==> config.mk <==
export PLATFORM = sky130hd
export DESIGN_NAME = eth_rx_speed_detect
export DESIGN_NICKNAME = d
export VERILOG_FILES = /design/src/rtl/eth_rx_speed_detect.sv
export SDC_FILE = /design/constraint.sdc
export NUM_CORES = 1
export LEC_CHECK = 0
export CORE_ASPECT_RATIO = 0.6
export CORE_UTILIZATION = 45
export DETAILED_ROUTE_END_ITERATION = 10
export DONT_BUFFER_PORTS = 1
export GPL_ROUTABILITY_DRIVEN = 0
export HOLD_SLACK_MARGIN = 0.02
export PLACE_DENSITY_LB_ADDON = 0.05
export RECOVER_POWER = 50
export SYNTH_ARGS = -nofsm -noshare
export SYNTH_HDL_FRONTEND = slang
export SYNTH_SLANG_ARGS = --single-unit
==> constraint.sdc <==
create_clock -name rx_clk125 -period 5.1 [get_ports rx_clk125]
set_clock_uncertainty 0.05 [all_clocks]
set_input_delay 1.02 -clock rx_clk125 [delete_from_list [all_inputs] [get_ports rx_clk125]]
set_output_delay 1.02 -clock rx_clk125 [all_outputs]
set_load 0.05 [all_outputs]
==> src/rtl/eth_rx_speed_detect.sv <==
// MII receive-clock rate detector: counts synchronized mii_rx_clk rises per 2^WINDOW_LOG2 reference cycles.
// Optional two-window hysteresis on the reported speed is enabled by defining ETH_RX_SPEED_DETECT_HYST_EN.
module eth_rx_speed_detect #(
  parameter int WINDOW_LOG2 = 12,
  parameter int LO10        = 70,
  parameter int HI10        = 95,
  parameter int LO100       = 770,
  parameter int HI100       = 870
) (
  input  logic                   rx_clk125,
  input  logic                   rst_n,
  input  logic                   mii_rx_clk,
  output logic [1:0]             speed,
  output logic                   link_clk_ok,
  output logic                   speed_change,
  output logic [WINDOW_LOG2:0]   edge_count
);

  localparam int CW = WINDOW_LOG2 + 1;
  localparam logic [CW-1:0] C_LO10  = CW'(LO10);
  localparam logic [CW-1:0] C_HI10  = CW'(HI10);
  localparam logic [CW-1:0] C_LO100 = CW'(LO100);
  localparam logic [CW-1:0] C_HI100 = CW'(HI100);

  typedef enum logic [1:0] {
    SPD_NONE = 2'b00,
    SPD_10   = 2'b01,
    SPD_100  = 2'b10,
    SPD_BAD  = 2'b11
  } speed_t;

  function automatic logic [CW-1:0] sat_inc(input logic [CW-1:0] v, input logic inc);
    logic [CW-1:0] res;
    res = v;
    if (inc && !(&v)) res = v + 1'b1;
    return res;
  endfunction

  function automatic speed_t classify(input logic [CW-1:0] t);
    speed_t res;
    if (t == '0)                          res = SPD_NONE;
    else if (t >= C_LO10 && t <= C_HI10)  res = SPD_10;
    else if (t >= C_LO100 && t <= C_HI100) res = SPD_100;
    else                                  res = SPD_BAD;
    return res;
  endfunction

  logic                   r_s1, r_s2, r_s3;
  logic [WINDOW_LOG2-1:0] r_cyc;
  logic [CW-1:0]          r_ecnt;
  logic [CW-1:0]          r_edge_count;
  speed_t                 r_speed;
  logic                   r_link_ok;
  logic                   r_chg;
`ifdef ETH_RX_SPEED_DETECT_HYST_EN
  speed_t                 r_cand;
`endif

  logic                   w_edge;
  logic                   w_win_end;
  logic [CW-1:0]          w_total;
  speed_t                 w_cls;
  logic                   w_load;
  speed_t                 w_speed_nxt;

  always_comb begin
    w_edge      = r_s2 & ~r_s3;
    w_win_end   = &r_cyc;
    // An edge detected on the window-end cycle still belongs to the ending window.
    w_total     = sat_inc(r_ecnt, w_edge);
    w_cls       = classify(w_total);
`ifdef ETH_RX_SPEED_DETECT_HYST_EN
    w_load      = w_win_end && (w_cls == r_cand);
`else
    w_load      = w_win_end;
`endif
    w_speed_nxt = r_speed;
    if (w_load) w_speed_nxt = w_cls;
  end

  always_ff @(posedge rx_clk125) begin
    if (!rst_n) begin
      r_s1         <= 1'b0;
      r_s2         <= 1'b0;
      r_s3         <= 1'b0;
      r_cyc        <= '0;
      r_ecnt       <= '0;
      r_edge_count <= '0;
      r_speed      <= SPD_NONE;
      r_link_ok    <= 1'b0;
      r_chg        <= 1'b0;
`ifdef ETH_RX_SPEED_DETECT_HYST_EN
      r_cand       <= SPD_NONE;
`endif
    end else begin
      r_s1 <= mii_rx_clk;
      r_s2 <= r_s1;
      r_s3 <= r_s2;
      r_cyc <= r_cyc + 1'b1;
      if (w_win_end) begin
        r_edge_count <= w_total;
        r_ecnt       <= '0;
      end else begin
        r_ecnt <= sat_inc(r_ecnt, w_edge);
      end
      r_speed   <= w_speed_nxt;
      r_link_ok <= (w_speed_nxt == SPD_10) || (w_speed_nxt == SPD_100);
      r_chg     <= (w_speed_nxt != r_speed);
`ifdef ETH_RX_SPEED_DETECT_HYST_EN
      if (w_win_end) r_cand <= w_cls;
`endif
    end
  end

  assign speed        = r_speed;
  assign link_clk_ok  = r_link_ok;
  assign speed_change = r_chg;
  assign edge_count   = r_edge_count;

endmodule
==> impl_metrics.json <==
{
  "vdd_drop_max_mv": 0.1907,
  "clk_latency_ns": 0.29,
  "ys.flop_type": "dfxtp_1",
  "hold_class": "register to register",
  "worst_path_largest_cell_delay_ns": 0.63,
  "cp_cell_sequence": "ha_1 > nand2_1 > o31ai_1 > nand4_1 > o2111ai_1 > a31oi_1 > or3_2 > a311oi_1",
  "num_rows": 18,
  "root_buffer": "clkbuf_8",
  "ys_top_cells_by_area": "dfxtp_1 43%, nor2_1 6.2%, xor2_1 4.1%, nand2_1 4.1%, a21oi_1 3.5%",
  "synth.most_common_cell": "dfxtp_1",
  "pwr-share-seq_pct": 54.7,
  "wirelength_um": 4644,
  "grt_overflow": 0,
  "leakagePower_nw": 0.8436,
  "hold_violations": 0,
  "ff_latch_area_um2": 900.9,
  "clkSinkCount": 45,
  "cts_buffers": 5,
  "fin_ws_ns": 2.242,
  "power_frac_comb_pct": 2.6,
  "synth_edf_count": 0,
  "place_hpwl_um": 3409,
  "reg2reg_from": "r_ecnt[1]",
  "grt_pass1_vias": 1410,
  "clkPwrFrac_pct": 42.7,
  "path_buf_inv": 0,
  "powerDensity_nw_per_um2": 288.1,
  "detail_route.iter0.violations": 94,
  "netlist.area_leader.share_pct": 42.50,
  "worstSetupPathType": "register to register",
  "finalNonFillerCells": 309,
  "wl_per_cell_um": 15.03,
  "antenna_found_initial": 0,
  "die_area_um2": 4998,
  "crit_family": "compound AO/OA/AOI/OAI gates",
  "cp_max_fo": 4,
  "viasPerCell": 5.398,
  "critPathLaunchType": "register",
  "grt_pass1_wl_um": 7486,
  "fmax_mhz": 349.9,
  "critical_path_arrival_ns": 3.01,
  "finalNetCount": 253,
  "worstSetupStartpoint": "r_ecnt[1]",
  "io_pins": 20,
  "fin_crit_sh_pct": 56.04,
  "final-max-slew-violation-count": 0,
  "routed-via-count": 1668,
  "fin_tns_setup_ns": 0,
  "firstDrtPassIters": 4,
  "fin_area_um2": 2267,
  "yosysWarningCount": 0,
  "power.switching_mw": 0.1334,
  "clk_pin_slew_ns": 0.08,
  "drive_gt1_share_pct": 8.835,
  "synth-seq-cells": 45,
  "cp-end-kind": "register",
  "grt_use_total_pct": 20.06,
  "synth_common_cells": "45 x dfxtp_1, 35 x nor2_1, 23 x nand2_1",
  "avgSynthCellArea_um2": 8.512,
  "cts_tree": "built",
  "htree_num_levels": 2,
  "start_util_pct": 49.27,
  "die_height_um": 55.16,
  "swShare_pct": 20.42,
  "synthCells": 249,
  "fin_crit_ns": 2.858,
  "cts_setup_buffers": 0,
  "fin_total_pwr_mw": 0.6532,
  "drv_cap": 0,
  "syn-cell-area_um2": 2120,
  "area_growth_syn_to_layout_pct": 6.966,
  "numPlacedInstances": 301,
  "cp.required_ns": 5.25,
  "finalSetupViolCount": 0,
  "synthDistinctLibCells": 52,
  "tightest_slew_ns": 1.149,
  "multiInputGateArea_um2": 1145,
  "io_buffers": 0,
  "status": "finished, final reports clean",
  "hold_start": "r_s1",
  "yosys.area.top_type": "dfxtp_1",
  "ys_async_sr_fraction_pct": 0,
  "cp_slowest_cell": "o31ai_1",
  "final_antenna_net_count": 0,
  "nFillCells": 396,
  "chipWidth_um": 90.60,
  "route.detailed.drc": 0,
  "rsz0062_at_grt": "false",
  "grt_start_max_net_pins": 26,
  "clk_path_buf_depth": 2,
  "yosysSeqAreaShare_pct": 42.50,
  "num_antenna_cells": 0,
  "max_slew_margin_pct": 23.39,
  "design.core.area_um2": 4302,
  "p_int_mw": 0.5199,
  "pre_cts_slack_ns": 2.327,
  "synthesis.nets": 254,
  "cts_resized": 0,
  "post_dp_cell_area_um2": 2151,
  "ctsHoldBuffers": 0
}
metrics by stage:
step           util (%)  hold WS (ns)
2_1_floorplan         -        0.3619
3_3_place_gp      50.00        0.3926
3_5_place_dp      50.00        0.3913
4_1_cts           52.79        0.4172
5_1_grt           52.71        0.4490
6_report          52.71        0.4224
worst reg2reg max path: stages (launching register included):
cell and delay, ns:
dfxtp_1 0.39, ha_1 0.24, nand2_1 0.14, o31ai_1 0.63
nand4_1 0.23, o2111ai_1 0.27, a31oi_1 0.11, or3_2 0.46
a311oi_1 0.25
layout by cell type, fill, tap and decap left out, types with 2 or more instances in the layout:
cell | Yosys | layout
nand2_1 | 23 | 23
inv_1 | 5 | 5
a211oi_1 | 6 | 6
and3_2 | 2 | 2
or3_2 | 2 | 2
nand3_1 | 8 | 8
nor3_1 | 5 | 5
clkbuf_8 | 0 | 6
o31ai_1 | 2 | 2
nor3_2 | 2 | 2
and2_1 | 7 | 6
a31oi_1 | 2 | 2
nor2b_1 | 2 | 2
o21ai_0 | 10 | 10
or3_1 | 4 | 4
and3_1 | 9 | 9
a21oi_1 | 15 | 15
dfxtp_1 | 45 | 45
ha_1 | 2 | 2
and4_1 | 3 | 3
xnor2_1 | 5 | 5
mux2i_1 | 2 | 2
nand4_1 | 8 | 8
nor4_1 | 3 | 3
xor2_1 | 10 | 10
nor2_1 | 35 | 35
registers in the layout, summed over array words and instances, names as in the netlist:
name          count
edge_count       13
r_ecnt           13
r_cyc            12
speed             2
link_clk_ok       1
r_s1              1
r_s2              1
r_s3              1
speed_change      1
cells by family after synthesis:
group / count (synthesis) / synth area share (%)
xor gates and xnor gates: 15 / 6.198
muxes: 3 / 1.476
AOI/OAI and AO/OA: 46 / 13.52
and+or+nand+nor: 123 / 31.64
DFF: 45 / 42.50
buffers and inverters: 15 / 3.482
adders and majority gates: 2 / 1.180
layer usage:
| metal | track usage, % | vias to the layer above | routed length (um) |
|---|---|---|---|
| met2 | 25.00 | 33 | 1567 |
| met4 | 3.226 | 0 | 17 |
| met5 | 0 | - | 0 |
| met1 | 32.48 | 740 | 2803 |
| li1 | - | 893 | - |
| met3 | 5.464 | 2 | 254 |
path summary, 6_finish.rpt:
check | end | cells after the start | slack, ns
worst max-delay path | speed_change | 8 | 2.24
worst min-delay path | r_s2 | 1 | 0.42
worst max register to register | speed_change | 8 | 2.24
worst min register to register | r_s2 | 1 | 0.42
final cells by class:
type / instances / share of cell area [%]
multi-input combinational: 189 / 50.50
inverter: 6 / 0.9934
tap: 60 / 3.311
sequential: 45 / 39.74
clock buffer: 6 / 3.642
clock inverter: 2 / 1.656
timing repair buffer: 1 / 0.1656
power groups by stage:
stage / combinational (mW) / sequential, mW / clock [mW]
after detailed placement: 0.0176 / 0.366 / 0
after CTS: 0.0176 / 0.357 / 0.285
after global placement: 0.0184 / 0.366 / 0
final: 0.0173 / 0.357 / 0.279
after global routing: 0.0192 / 0.358 / 0.302
after floorplan: 0.0144 / 0.365 / 0
Power figures use the tool's default switching activity.
